[src/rtl/uart_rx_param.sv]
// ----------------------------------------------------------------------------
// uart_rx_param
// Parametrised UART receiver. Oversampling ratio is set at runtime, data width
// at compile time. Each bit is decided by a 3-sample majority vote around its
// centre. Frames may carry even/odd parity and one or two stop bits. Parity and
// framing problems are reported as separate one-cycle pulses.
//
// Ports:
//   CLK        system clock
//   RST        synchronous reset, active-high
//   RX_IN      asynchronous serial line, idles high
//   PAR_EN     1 = frame carries a parity bit
//   PAR_TYP    0 = even parity, 1 = odd parity
//   STOP2      1 = two stop bits expected
//   PRESCALE   CLK cycles per bit (LSB ignored, minimum 8)
//   P_DATA     last good received word
//   data_valid one-cycle pulse when P_DATA updates
//   par_err    one-cycle pulse on parity mismatch
//   stp_err    one-cycle pulse on a stop bit sampled low
// PAR_EN, PAR_TYP, STOP2 and PRESCALE are captured when a start edge is seen
// and held for the whole frame.
// ----------------------------------------------------------------------------
module uart_rx_param #(
    parameter int DATA_WIDTH = 8,
    parameter int PRESCALE_W = 6
) (
    input  logic                  CLK,
    input  logic                  RST,
    input  logic                  RX_IN,
    input  logic                  PAR_EN,
    input  logic                  PAR_TYP,
    input  logic                  STOP2,
    input  logic [PRESCALE_W-1:0] PRESCALE,
    output logic [DATA_WIDTH-1:0] P_DATA,
    output logic                  data_valid,
    output logic                  par_err,
    output logic                  stp_err
);

    typedef enum logic [2:0] {
        S_IDLE,
        S_START,
        S_DATA,
        S_PARITY,
        S_STOP
    } state_e;

    localparam logic [PRESCALE_W-1:0] P_MIN = PRESCALE_W'(8);
    localparam logic [PRESCALE_W-1:0] ONE   = PRESCALE_W'(1);

    state_e                  state_q, state_d;
    logic                    sync1_q, sync2_q;
    logic [PRESCALE_W-1:0]   cnt_q, cnt_d;
    logic [3:0]              bit_q, bit_d;
    logic [1:0]              samp_q, samp_d;
    logic [DATA_WIDTH-1:0]   shift_q, shift_d;
    logic [PRESCALE_W-1:0]   p_q, p_d;
    logic                    par_en_q, par_en_d;
    logic                    par_typ_q, par_typ_d;
    logic                    stop2_q, stop2_d;
    logic                    perr_q, perr_d;
    logic                    armed_q, armed_d;
    logic [DATA_WIDTH-1:0]   pdata_q, pdata_d;
    logic                    dv_q, dv_d;
    logic                    pe_q, pe_d;
    logic                    se_q, se_d;

    logic                    rxs;
    logic [PRESCALE_W-1:0]   p_even, p_sane, half;
    logic                    at_s0, at_s1, at_vote, at_end;
    logic                    vote, last_stop, eval;

    assign rxs = sync2_q;

    // Prescale sanitising: force even, clamp to the minimum ratio.
    assign p_even = PRESCALE & ~ONE;
    assign p_sane = (p_even < P_MIN) ? P_MIN : p_even;

    assign half    = p_q >> 1;
    assign at_s0   = (cnt_q == half - ONE);
    assign at_s1   = (cnt_q == half);
    assign at_vote = (cnt_q == half + ONE);
    assign at_end  = (cnt_q == p_q - ONE);

    // Third sample is the live synchronised value at the vote edge.
    assign vote = (samp_q[0] & samp_q[1]) | (samp_q[0] & rxs) | (samp_q[1] & rxs);

    assign last_stop = (bit_q == (stop2_q ? 4'd1 : 4'd0));

    // Frame is judged at the last stop vote, or earlier at any stop voted low.
    assign eval = (state_q == S_STOP) && at_vote && (!vote || last_stop);

    // ------------------------------------------------------------------------
    // State register
    // ------------------------------------------------------------------------
    // NOTE: sequential state uses non-blocking assignments so every flop
    // samples the pre-edge value of its inputs, independent of statement order.
    always_ff @(posedge CLK) begin
        if (RST) begin
            state_q   <= S_IDLE;
            sync1_q   <= 1'b1;
            sync2_q   <= 1'b1;
            cnt_q     <= '0;
            bit_q     <= '0;
            samp_q    <= '0;
            shift_q   <= '0;
            p_q       <= P_MIN;
            par_en_q  <= 1'b0;
            par_typ_q <= 1'b0;
            stop2_q   <= 1'b0;
            perr_q    <= 1'b0;
            armed_q   <= 1'b1;
            pdata_q   <= '0;
            dv_q      <= 1'b0;
            pe_q      <= 1'b0;
            se_q      <= 1'b0;
        end else begin
            state_q   <= state_d;
            sync1_q   <= RX_IN;
            sync2_q   <= sync1_q;
            cnt_q     <= cnt_d;
            bit_q     <= bit_d;
            samp_q    <= samp_d;
            shift_q   <= shift_d;
            p_q       <= p_d;
            par_en_q  <= par_en_d;
            par_typ_q <= par_typ_d;
            stop2_q   <= stop2_d;
            perr_q    <= perr_d;
            armed_q   <= armed_d;
            pdata_q   <= pdata_d;
            dv_q      <= dv_d;
            pe_q      <= pe_d;
            se_q      <= se_d;
        end
    end

    // ------------------------------------------------------------------------
    // Next-state logic
    // ------------------------------------------------------------------------
    // NOTE: every variable gets a default at the top of the block so that no
    // path leaves it unassigned, which would otherwise infer a latch.
    always_comb begin
        state_d   = state_q;
        cnt_d     = cnt_q;
        bit_d     = bit_q;
        samp_d    = samp_q;
        shift_d   = shift_q;
        p_d       = p_q;
        par_en_d  = par_en_q;
        par_typ_d = par_typ_q;
        stop2_d   = stop2_q;
        perr_d    = perr_q;
        armed_d   = armed_q;

        if (state_q != S_IDLE) begin
            cnt_d = at_end ? '0 : cnt_q + ONE;
            if (at_s0) samp_d[0] = rxs;
            if (at_s1) samp_d[1] = rxs;
        end

        case (state_q)
            S_IDLE: begin
                cnt_d = '0;
                bit_d = '0;
                // After a break the line must be seen high before re-arming.
                if (rxs) armed_d = 1'b1;
                if (armed_q && !rxs) begin
                    state_d   = S_START;
                    cnt_d     = ONE;     // the detect cycle itself is edge 0
                    p_d       = p_sane;
                    par_en_d  = PAR_EN;
                    par_typ_d = PAR_TYP;
                    stop2_d   = STOP2;
                    perr_d    = 1'b0;
                end
            end
            S_START: begin
                if (at_vote && vote) begin
                    state_d = S_IDLE;
                    cnt_d   = '0;
                end else if (at_end) begin
                    state_d = S_DATA;
                    bit_d   = '0;
                end
            end
            S_DATA: begin
                if (at_vote) shift_d = {vote, shift_q[DATA_WIDTH-1:1]};
                if (at_end) begin
                    if (bit_q == 4'(DATA_WIDTH - 1)) begin
                        bit_d   = '0;
                        state_d = par_en_q ? S_PARITY : S_STOP;
                    end else begin
                        bit_d = bit_q + 4'd1;
                    end
                end
            end
            S_PARITY: begin
                if (at_vote) perr_d = ((^shift_q) ^ vote) != par_typ_q;
                if (at_end) begin
                    state_d = S_STOP;
                    bit_d   = '0;
                end
            end
            S_STOP: begin
                if (eval) begin
                    state_d = S_IDLE;
                    cnt_d   = '0;
                    if (!vote) armed_d = 1'b0;
                end else if (at_end) begin
                    bit_d = bit_q + 4'd1;
                end
            end
            default: state_d = S_IDLE;
        endcase
    end

    // ------------------------------------------------------------------------
    // Output logic: registered one cycle after evaluation
    // ------------------------------------------------------------------------
    always_comb begin
        dv_d    = 1'b0;
        pe_d    = 1'b0;
        se_d    = 1'b0;
        pdata_d = pdata_q;
        if (eval) begin
            if (!vote) begin
                se_d = 1'b1;
            end else if (perr_q) begin
                pe_d = 1'b1;
            end else begin
                dv_d    = 1'b1;
                pdata_d = shift_q;
            end
        end
    end

    assign P_DATA     = pdata_q;
    assign data_valid = dv_q;
    assign par_err    = pe_q;
    assign stp_err    = se_q;

endmodule
[config.mk]
export PLATFORM = sky130hd
export DESIGN_NAME = uart_rx_param
export DESIGN_NICKNAME = d
export VERILOG_FILES = /design/src/rtl/uart_rx_param.sv
export SDC_FILE = /design/constraint.sdc
export NUM_CORES = 1
export LEC_CHECK = 0
export ABC_AREA = 1
export CAP_MARGIN = 40
export CORE_AREA = 2 2 71 73
export DETAILED_ROUTE_END_ITERATION = 6
export DIE_AREA = 0 0 73 75
export PLACE_DENSITY_LB_ADDON = 0.12
export SLEW_MARGIN = 30
export SYNTH_ARGS = -nofsm -noshare
export SYNTH_HDL_FRONTEND = slang
export SYNTH_SLANG_ARGS = --single-unit
[constraint.sdc]
create_clock -name CLK -period 5.85 [get_ports CLK]
set_input_delay 1.17 -clock CLK [delete_from_list [all_inputs] [get_ports CLK]]
set_output_delay 1.17 -clock CLK [all_outputs]
set_load 0.02 [all_outputs]
Yosys cells after proc, flatten, opt, wreduce, memory -nomap -nowiden. Cells that the tools add are included.

Bitwise gates (word level): 9. Equality and inequality tests: 23. Mux-type cells: 34. Reductions and logical operators: 24. $add $sub $neg: 5. Magnitude comparators: 1.

Operators by type and width (count): $mux W6 (5); $mux W3 (8); $mux W4 (6); $ne A2 B2 Y1 const B (11); $pmux W4 S5 (1); $eq A6 B6 Y1 (3); $pmux W6 S3 (1); $pmux W3 S5 (1); $mux W1 (10); $reduce_and A2 Y1 (4); $reduce_xor A8 Y1 (1); $add A5 B1 Y6 const B (1); $add A6 B1 Y6 const B (1); $eq A3 B2 Y1 const B (2); $eq A6 B5 Y1 (1); $lt A6 B4 Y1 const B (1); $reduce_and A3 Y1 (2); $reduce_and A6 Y1 (1); $sub A5 B1 Y6 const B (1); $sub A6 B1 Y6 const B (1); $reduce_and A5 Y1 (1); $reduce_bool A5 Y1 (1); $add A4 B1 Y4 const B (1); $eq A4 B1 Y1 (1); 19 further kinds (30).

Output and inout port bits: 11. Bits in registers: 47.

Longest topological paths before layout.
Depth in word-level cells: 8. Depth in mapped cells: 16. Gate-level depth less buffers: 16.

Worst setup path before layout. Ideal clock, no wire load.

Path type: in2reg. Start point: input port RST. End point: register bit_q[1]. Cell stages on the path: 3. Slack: 3.913 ns. Data required time: 5.720 ns. Setup time: 0.130 ns. Arrival time: 1.807 ns. Path through: clkbuf_1 > clkbuf_1 > nor2_1.

RTL lines: from (decl) (line 28) `input logic RST,`; to (signal assigned) (line 122) `bit_q <= bit_d;`; to (decl) (line 54) `logic [3:0] bit_q, bit_d;`.

No word-level cell between the ends.

==> results.py <==
metrics = {
    "clock_network": {
        "clock_sinks": 46,
        "cts_tree": "built",
        "ctsLongestPathBuffers": 2,
        "hold_buffers": 0,
        "htreeDepth": 2,
        "cts_buffers": 5,
        "postCtsSetupBuffers": 0,
        "ctsRootBufferMaster": "clkbuf_8",
        "clk_pin_slew_ns": 0.09,
        "worstSkewPairLatency_ns": 0.30,
        "post_cts_resized": 0,
    },
    "global_route": {
        "grt_first_pass_wirelength_um": 10000,
        "grt_max_degree": 24,
        "antenna_found_initial": 0,
        "grt_pass1_vias": 2201,
        "track_usage_pct": 23.4,
        "overflow": 0,
    },
    "pwr": {
        "power_mw": 0.980,
        "power_leakage_nw": 1.28,
        "power_density_mw_per_mm2": 329,
        "peakVddDrop_v": 0.000267,
    },
    "worst_setup_path": {
        "worstRegToRegCells": 14,
        "critPathLaunch": "RST",
        "cp-endpoint": "cnt_q[1]$_SDFF_PP0_",
        "crit_type": "input port to register",
        "worstPathRequired_ns": 6.09,
        "reg2reg_slack_ns": 3.71,
        "path_max_fanout": 23,
        "worstSetupEndpointType": "register",
        "cp.arrival_ns": 2.96,
        "critPathLaunchType": "input port",
        "r2r-start": "p_q[1]$_SDFFE_PP0P_",
        "rr_endpoint": "bit_q[3]$_SDFFE_PP0P_",
    },
    "sta": {
        "drv_slew": 0,
        "fmax_ghz": 0.368,
        "hold_viol": 0,
        "fin_crit_sh_pct": 46.5,
        "grt_setup_unrepaired": "no",
        "tns_ns": 0,
        "finalClockSkew_ns": 0.00650,
        "worstMarginPinSlew_ns": 0.647,
        "setup_viol": 0,
        "setup_ws_ns": 3.13,
        "layout_min_cycle_time_ns": 2.72,
        "max-slew-margin-rel_pct": 56.8,
    },
    "logic_synthesis": {
        "ys_top_cells_by_area": "dfxtp_1 (35%), nand2_1 (13%), nor2_1 (6.7%)",
        "synth_area_per_cell_um2": 6.86,
        "synth_top_area_share_pct": 35.1,
        "synthesis.area_mm2": 0.00263,
        "ys_seq_area_share_pct": 35.1,
        "netlist.top_cell.by_area": "dfxtp_1",
        "syn_inst": 383,
        "ys_ff_latch": 46,
        "yosys_warnings": 0,
        "synth_nets": 399,
        "synth.distinct_cells": 37,
    },
    "placed_design": {
        "place_ws_ns": 2.42,
        "place_hpwl_um": 4270,
        "io_buffers": 21,
        "gp_congestion": 0.926,
    },
    "route": {
        "post-route-drc-count": 0,
        "drt_wl_total_um": 5760,
        "via_count": 2431,
        "drt-initial-drc-count": 144,
        "avgRoutedWirePerCell_um": 12.5,
        "via_per_inst": 5.27,
        "dr.pass1.iters": 4,
        "detail-route-antenna-nets": 0,
    },
    "floorplan": {
        "num_rows": 25,
        "core_mm2": 0.00466,
        "dieHeight_um": 75,
        "start_util_pct": 56.3,
        "dieArea_mm2": 0.00548,
        "pin_count": 23,
        "fp.dieW_um": 73,
    },
    "run_status": {
        "outcome": "completed",
    },
    "run": {
        "drv_cap": 0,
    },
    "finish": {
        "ff_latch_area_um2": 921,
        "area_growth_syn_to_layout_pct": 13.5,
        "drive_gt1_share_pct": 10.3,
        "n_antenna_cell": 0,
        "multi_input_area_mm2": 0.00149,
        "num-fill-cells": 457,
        "nets": 422,
    },
    "min_path": {
        "hp-class": "register to register",
    },
}
[per-layer routing]
metal | routed length, um | share of wire [%] | track usage, % | up-vias
li1 | - | - | - | 1266
met1 | 2890 | 50 | 33.0 | 1088
met2 | 2500 | 43 | 34.6 | 68
met3 | 282 | 4.9 | 5.35 | 9
met4 | 93 | 1.6 | 9.26 | 0
met5 | 0 | 0 | 0 | -
[kinds of logic (layout without fill, tap and decap cells)]
group / after synthesis / after routing / share of synthesized area, %
buf+inv: 54 / 78 / 8.34
flops: 46 / 46 / 35.1
compound gates: 58 / 58 / 12.9
simple gates: 201 / 201 / 35.1
fa+ha+maj: 4 / 4 / 1.91
xor+xnor: 20 / 20 / 6.67
[cells in the mapped netlist (all sizes together)]
| master | number |
|---|---|
| a211oi | 2 |
| a21boi | 1 |
| a21oi | 26 |
| a31oi | 1 |
| buf | 2 |
| clkbuf | 5 |
| clkinv | 3 |
| dfxtp | 46 |
| ha | 4 |
| inv | 44 |
| nand2 | 97 |
| nand3 | 33 |
| nand3b | 3 |
| nand4 | 4 |
| nor2 | 53 |
| nor3 | 8 |
| nor4 | 1 |
| o211ai | 1 |
| o21ai | 26 |
| o221ai | 1 |
| or2 | 2 |
| xnor2 | 7 |
| xor2 | 13 |
[layout by cell type (no fill, tap or decap), drive strengths merged, types with 2 or more instances in the layout]
master         instances
a211oi                 2
inv                   44
ha                     4
clkdlybuf4s50         21
nor2                  53
xor2                  13
xnor2                  7
nor3                   8
clkbuf                 6
dfxtp                 46
nand4                  4
o21ai                 26
nand3                 33
clkinv                 5
nand2                 97
a21oi                 26
or2                    2
nand3b                 3
[worst min path at each step]
stage                      to  depth (start not counted)          startpoint
2_1_floorplan  rxs$_SDFF_PP1_                          1  sync1_q$_SDFF_PP1_
3_3_place_gp   rxs$_SDFF_PP1_                          1  sync1_q$_SDFF_PP1_
3_5_place_dp   rxs$_SDFF_PP1_                          1  sync1_q$_SDFF_PP1_
4_1_cts        rxs$_SDFF_PP1_                          1  sync1_q$_SDFF_PP1_
5_1_grt        rxs$_SDFF_PP1_                          1  sync1_q$_SDFF_PP1_
6_report       rxs$_SDFF_PP1_                          1  sync1_q$_SDFF_PP1_
[layout make-up]
| cell class | count | area share [%] |
|---|---|---|
| Inverter | 47 | 6.13 |
| Multi-Input combinational cell | 283 | 49.9 |
| Clock buffer | 5 | 2.31 |
| Tap cell | 54 | 2.27 |
| Timing Repair Buffer | 23 | 7.81 |
| Sequential cell | 46 | 30.9 |
| Clock inverter | 3 | 0.714 |
[state kept, by name, summed over array words and instances (netlist names)]
name	flops
cnt_q	6
state_q	3
stp_err	1
P_DATA	8
bit_q	4
par_typ_q	1
shift_q	8
par_err	1
stop2_q	1
p_q	5
par_en_q	1
armed_q	1
sync1_q	1
rxs	1
samp_q	2
data_valid	1
perr_q	1
[stage by stage]
stage | cells | area (um2) | hold slack (ns) | util, %
floorplan | 383 | 2630 | 0.389 | -
global placement | 451 | 2870 | 0.399 | 61.5
detailed placement | 451 | 2870 | 0.407 | 61.5
CTS | 459 | 2960 | 0.431 | 63.5
global route | 461 | 2980 | 0.452 | 63.9
finish | 461 | 2980 | 0.429 | 63.9
[critical path, stage by stage]
cell and delay [ns]:
clkdlybuf4s50_1 0.55, buf_8 0.23, inv_1 0.48, o21ai_0 0.19, inv_1 0.11, nand2_1 0.11, nor2_1 0.11
[power by group]
group / leakage [nW] / internal [mW] / total (mW) / switching [mW]
combinational: 0.863 / 0.139 / 0.401 / 0.262
clock: 0.0441 / 0.0841 / 0.197 / 0.113
sequential: 0.373 / 0.343 / 0.381 / 0.0385
total: 1.28 / 0.566 / 0.980 / 0.414
No activity file was read; power rests on OpenSTA's default activity.
